===== src/rtl/cpu_issue_queue.sv =====
// rtl/cpu_issue_queue.sv - 8-entry collapsing issue queue with dual wakeup and oldest-first select
module cpu_issue_queue (
    input  logic        cpu_clock_i,
    input  logic        cpu_reset_n_i,
    input  logic        flush_i,
    input  logic        enq_valid_i,
    input  logic [4:0]  enq_rob_i,
    input  logic [5:0]  enq_rs1_i,
    input  logic [5:0]  enq_rs2_i,
    input  logic        enq_rs1_rdy_i,
    input  logic        enq_rs2_rdy_i,
    input  logic        wk0_valid_i,
    input  logic [5:0]  wk0_tag_i,
    input  logic        wk1_valid_i,
    input  logic [5:0]  wk1_tag_i,
    output logic        full_o,
    output logic [17:0] data_o,
    output logic        valid_o
);
    localparam int N = 8;

    logic [N-1:0] ent_valid_q, ent_valid_d;
    logic [N-1:0] rdy1_q, rdy1_d, rdy2_q, rdy2_d;
    logic [4:0]   rob_q [N];
    logic [4:0]   rob_d [N];
    logic [5:0]   rs1_q [N];
    logic [5:0]   rs1_d [N];
    logic [5:0]   rs2_q [N];
    logic [5:0]   rs2_d [N];
    logic [3:0]   count_q, count_d, count_after;
    logic [17:0]  data_q, data_d;
    logic         valid_q, valid_d;
    logic         sel_found, enq_ok, shift;
    logic [2:0]   sel_idx, src;

    assign full_o  = (count_q == 4'd8);
    assign data_o  = data_q;
    assign valid_o = valid_q;

    always_comb begin
        sel_found   = 1'b0;
        sel_idx     = 3'd0;
        shift       = 1'b0;
        src         = 3'd0;
        ent_valid_d = '0;
        rdy1_d      = '0;
        rdy2_d      = '0;
        for (int i = 0; i < N; i++) begin
            rob_d[i] = 5'd0;
            rs1_d[i] = 6'd0;
            rs2_d[i] = 6'd0;
        end

        for (int i = 0; i < N; i++) begin
            if (!sel_found && ent_valid_q[i] && rdy1_q[i] && rdy2_q[i]) begin
                sel_found = 1'b1;
                sel_idx   = 3'(i);
            end
        end

        count_after = count_q - {3'b000, sel_found};
        enq_ok      = enq_valid_i && !full_o && !flush_i;

        // Collapse above the selected slot, apply wakeup, then drop the new op into the first free slot.
        for (int i = 0; i < N; i++) begin
            shift = sel_found && (3'(i) >= sel_idx);
            if (!(shift && i == N - 1)) begin
                src            = shift ? 3'(i + 1) : 3'(i);
                ent_valid_d[i] = ent_valid_q[src];
                rob_d[i]       = rob_q[src];
                rs1_d[i]       = rs1_q[src];
                rs2_d[i]       = rs2_q[src];
                rdy1_d[i]      = rdy1_q[src]
                               | (wk0_valid_i && rs1_q[src] == wk0_tag_i)
                               | (wk1_valid_i && rs1_q[src] == wk1_tag_i);
                rdy2_d[i]      = rdy2_q[src]
                               | (wk0_valid_i && rs2_q[src] == wk0_tag_i)
                               | (wk1_valid_i && rs2_q[src] == wk1_tag_i);
            end
            if (enq_ok && 4'(i) == count_after) begin
                ent_valid_d[i] = 1'b1;
                rob_d[i]       = enq_rob_i;
                rs1_d[i]       = enq_rs1_i;
                rs2_d[i]       = enq_rs2_i;
                rdy1_d[i]      = enq_rs1_rdy_i || (enq_rs1_i == 6'd0)
                               || (wk0_valid_i && enq_rs1_i == wk0_tag_i)
                               || (wk1_valid_i && enq_rs1_i == wk1_tag_i);
                rdy2_d[i]      = enq_rs2_rdy_i || (enq_rs2_i == 6'd0)
                               || (wk0_valid_i && enq_rs2_i == wk0_tag_i)
                               || (wk1_valid_i && enq_rs2_i == wk1_tag_i);
            end
        end

        count_d = count_after + {3'b000, enq_ok};
        valid_d = sel_found;
        data_d  = sel_found ? {rs2_q[sel_idx], rs1_q[sel_idx], 1'b0, rob_q[sel_idx]} : data_q;
    end

    always_ff @(posedge cpu_clock_i) begin
        if (!cpu_reset_n_i) begin
            ent_valid_q <= '0;
            count_q     <= 4'd0;
            valid_q     <= 1'b0;
            data_q      <= 18'd0;
        end else if (flush_i) begin
            ent_valid_q <= '0;
            count_q     <= 4'd0;
            valid_q     <= 1'b0;
        end else begin
            ent_valid_q <= ent_valid_d;
            count_q     <= count_d;
            valid_q     <= valid_d;
            data_q      <= data_d;
        end
    end

    always_ff @(posedge cpu_clock_i) begin
        rdy1_q <= rdy1_d;
        rdy2_q <= rdy2_d;
        for (int i = 0; i < N; i++) begin
            rob_q[i] <= rob_d[i];
            rs1_q[i] <= rs1_d[i];
            rs2_q[i] <= rs2_d[i];
        end
    end
endmodule


===== config.mk =====
export PLATFORM = sky130hd
export DESIGN_NAME = cpu_issue_queue
export DESIGN_NICKNAME = d
export VERILOG_FILES = /design/src/rtl/cpu_issue_queue.sv
export SDC_FILE = /design/constraint.sdc
export NUM_CORES = 1
export LEC_CHECK = 0
export CAP_MARGIN = 40
export CORE_UTILIZATION = 39
export DETAILED_ROUTE_END_ITERATION = 12
export PLACE_DENSITY = 0.6
export SETUP_SLACK_MARGIN = 0.15
export SLEW_MARGIN = 20
export SYNTH_ARGS = -nofsm -noshare
export SYNTH_HDL_FRONTEND = slang
export SYNTH_SLANG_ARGS = --single-unit

===== constraint.sdc =====
create_clock -name cpu_clock_i -period 4.4 [get_ports cpu_clock_i]
set_input_delay 0.44 -clock cpu_clock_i [delete_from_list [all_inputs] [get_ports cpu_clock_i]]
set_output_delay 0.44 -clock cpu_clock_i [all_outputs]
set_load 0.005 [all_outputs]

==> metrics.md <==
| Metric | Value |
|---|---|
| Residual DRC | `0` |
| Most frequent cells after synthesis | `nand2_1, xnor2_1, dfxtp_1, nor2_1, a21oi_1` |
| Unrepaired setup endpoints after global routing | `no` |
| CP Class | `reg -> reg` |
| Iter 0 DRT Violations | `1,551` |
| Worst Tran Pin Value | `0.902 ns` |
| Register area share after synthesis | `33.8%` |
| Top-level I/O count | `57` |
| Peak Freq | `270 MHz` |
| Initial antenna violation count | `1` |
| Slew HR | `39.7%` |
| Status | `completed` |
| Post-route ant nets | `0` |
| Overflow after GRT | `0` |
| Final GP Congestion | `1.00` |
| Area Overhead vs Synth | `14.0%` |
| Die ar. | `31,400 sq um` |
| Post-synth EDFFs | `40` |
| Setup tns final | `0 ns` |
| Cell accounting for the most synthesized area | `dfxtp_1` |
| Post-synth top area share | `23.7%` |
| Largest net degree at the start of global routing | `41` |
| Area contributors post-synth | `dfxtp_1, xnor2_1, edfxtp_1, mux2i_1, nand2_1` |
| CTS tree | `yes` |
| Clk Latency, worst-skew pair | `0.46 ns` |
| Leak | `5.06 nW` |
| Die X | `177 microns` |
| Reg2Reg Setup Slack | `0.69 ns` |
| CP endpoint kind | `register` |
| Worst hold path class | `reg -> reg` |
| Tmin final | `3.71 ns` |
| First-pass GRT wire length | `68,300 microns` |
| Post-cts sizing count | `0` |
| Crit share post-route | `84.3%` |
| Met1 Wirelength | `19,600 microns` |
| Overall Power | `7.31 mW` |
| Max Clock Skew | `0.0119 ns` |
| I/O Buffers | `55` |
| Max layer used | `met5` |
| Post CTS Setup Buffer Count | `0` |
| Nets | `1,511` |
| Yosys cell types | `68` |
| Hold Vio Cnt, Final | `0` |
| Mapped cell area | `12,000 sq um` |
| Ys async rst share | `0%` |
| Die height | `177 microns` |
| TritonCTS Buffers | `17` |
| Syn_area_per_cell | `8.19 sq um` |
| Crit Path Max Fanout | `11` |
| Initial core utilization | `40.0%` |
| CTS Sinks | `182` |
| Total wire length | `45,200 microns` |
| Diode count | `0` |
| Crit path DAT | `3.86 ns` |
| Via count | `11,646` |
| # hold bufs at CTS | `0` |
| Core Box Area | `30,000 sq um` |
| Vias in the first global route | `10,723` |
| Synthesis Warnings | `0` |
| Wire per inst | `24.1 microns` |
| Clock transition at path regs | `0.08 ns` |
| Startpoint types | `register` |
| Cell row count | `63` |
| Worst vdd ir | `275 uV` |
| Final setup vio count | `0` |
| HPWL after DPL | `32,700 microns` |
| Met3 WL | `5030 microns` |
| Number of synthesized register bits | `182` |
| Count leader, synth | `nand2_1` |
| Predominant post-synthesis flop cell | `dfxtp_1` |
| Worst EP required | `4.55 ns` |
| Syn nets | `1,502` |
| H-tree depth | `4` |
| CTS root buf | `clkbuf_16` |
| Met2 Routed Length | `19,000 microns` |
| Cell Pwr Density | `536 nW/um^2` |
| Layout cells sized above 1 | `9.17%` |
| GRT Total Usage | `29.3%` |
| Final Max Slew Viols | `0` |
| Via density | `6.22` |
| Drt first pass iters | `6` |
| Fillers | `2,966` |
| Max Cap Violations | `0` |
| Longest Clk Path Bufs | `2` |
| Cells after Synth | `1,461` |
critical path: stages, from the launching register on:
cell	delay, ns
dfxtp_1	0.34
and3_1	0.26
nor4_4	0.44
nand2_4	0.10
nor2_4	0.21
inv_2	0.15
ha_1	0.22
ha_1	0.19
xnor2_1	0.40
nor2_1	0.13
nand2_1	0.13
nor2_1	0.08
nor2_2	0.43
inv_1	0.32
worst paths after layout:
kind,cells after the start,to,from
max reg2reg,13,rob_q[7][1]$_SDFFCE_PN0P_,rdy2_q[1]$_DFF_P_
min,2,ent_valid_q[0]$_SDFFE_PP0P_,ent_valid_q[0]$_SDFFE_PP0P_
max,13,rob_q[7][1]$_SDFFCE_PN0P_,rdy2_q[1]$_DFF_P_
min reg2reg,2,ent_valid_q[0]$_SDFFE_PP0P_,ent_valid_q[0]$_SDFFE_PP0P_
cells by family (layout without fill, tap and decap cells):
logic type               Yosys count  in the layout  share of synthesized area, %
buffers and inverters            155            177                          5.17
AO/OA/AOI/OAI                    341            341                          18.5
AND/OR/NAND/NOR                  466            466                          17.7
adder cells (fa/ha/maj)            4              4                         0.418
XOR/XNOR                         196            196                          14.3
multiplexers                     116            116                          10.0
flip-flops                       182            182                          33.8
other                              1              1                        0.0313
metrics by stage:
stage	instances	worst slack (ns)	hold slack, ns	area, sq um	util, %
2_1_floorplan	1461	0.509	0.463	12000	-
3_3_place_gp	1835	0.723	0.477	12900	43.1
3_5_place_dp	1837	0.548	0.491	12900	43.2
4_1_cts	1869	0.529	0.502	13600	45.4
5_1_grt	1873	0.467	0.536	13600	45.6
6_report	1873	0.690	0.502	13600	45.6
per-layer routing:
layer,up-vias,GRT usage (%)
met1,5557,42.1
met4,2,11.3
met3,133,6.29
met5,-,0
li1,5243,-
met2,711,42.3
power breakdown:
group / internal (mW) / switching, mW
combinational: 1.19 / 1.40
sequential: 2.24 / 0.759
clock: 0.987 / 0.733
total: 4.41 / 2.90
sequential cells by signal, indices dropped and copies added (netlist names):
register and cells:
rob_q 40, rdy2_q 8, ent_valid_q 8, rs1_q 48, rs2_q 48, data_o 17, rdy1_q 8, valid_o 1
count_q 4
cell type report:
type / count / area (sq um) / share of cell area, %
Clock inverter: 11 / 158 / 1.16
Timing Repair Buffer: 107 / 987 / 7.23
Multi-Input combinational cell: 1124 / 7340 / 53.7
Clock buffer: 21 / 493 / 3.61
Tap cell: 390 / 488 / 3.58
Inverter: 38 / 143 / 1.05
Sequential cell: 182 / 4040 / 29.6
layout by cell type, fill, tap and decap left out, types with 30 or more instances in the layout:
| cell type | instances |
|---|---|
| nand2_1 | 170 |
| xnor2_1 | 146 |
| dfxtp_1 | 142 |
| nor2_1 | 134 |
| a21oi_1 | 107 |
| mux2i_1 | 85 |
| a31oi_1 | 56 |
| clkdlybuf4s50_1 | 55 |
| o21ai_0 | 52 |
| xor2_1 | 50 |
| buf_4 | 47 |
| nand3_1 | 42 |
| edfxtp_1 | 40 |
| nor3_1 | 31 |
| mux2_2 | 30 |
Note: power is estimated with default switching activity, not from simulation.
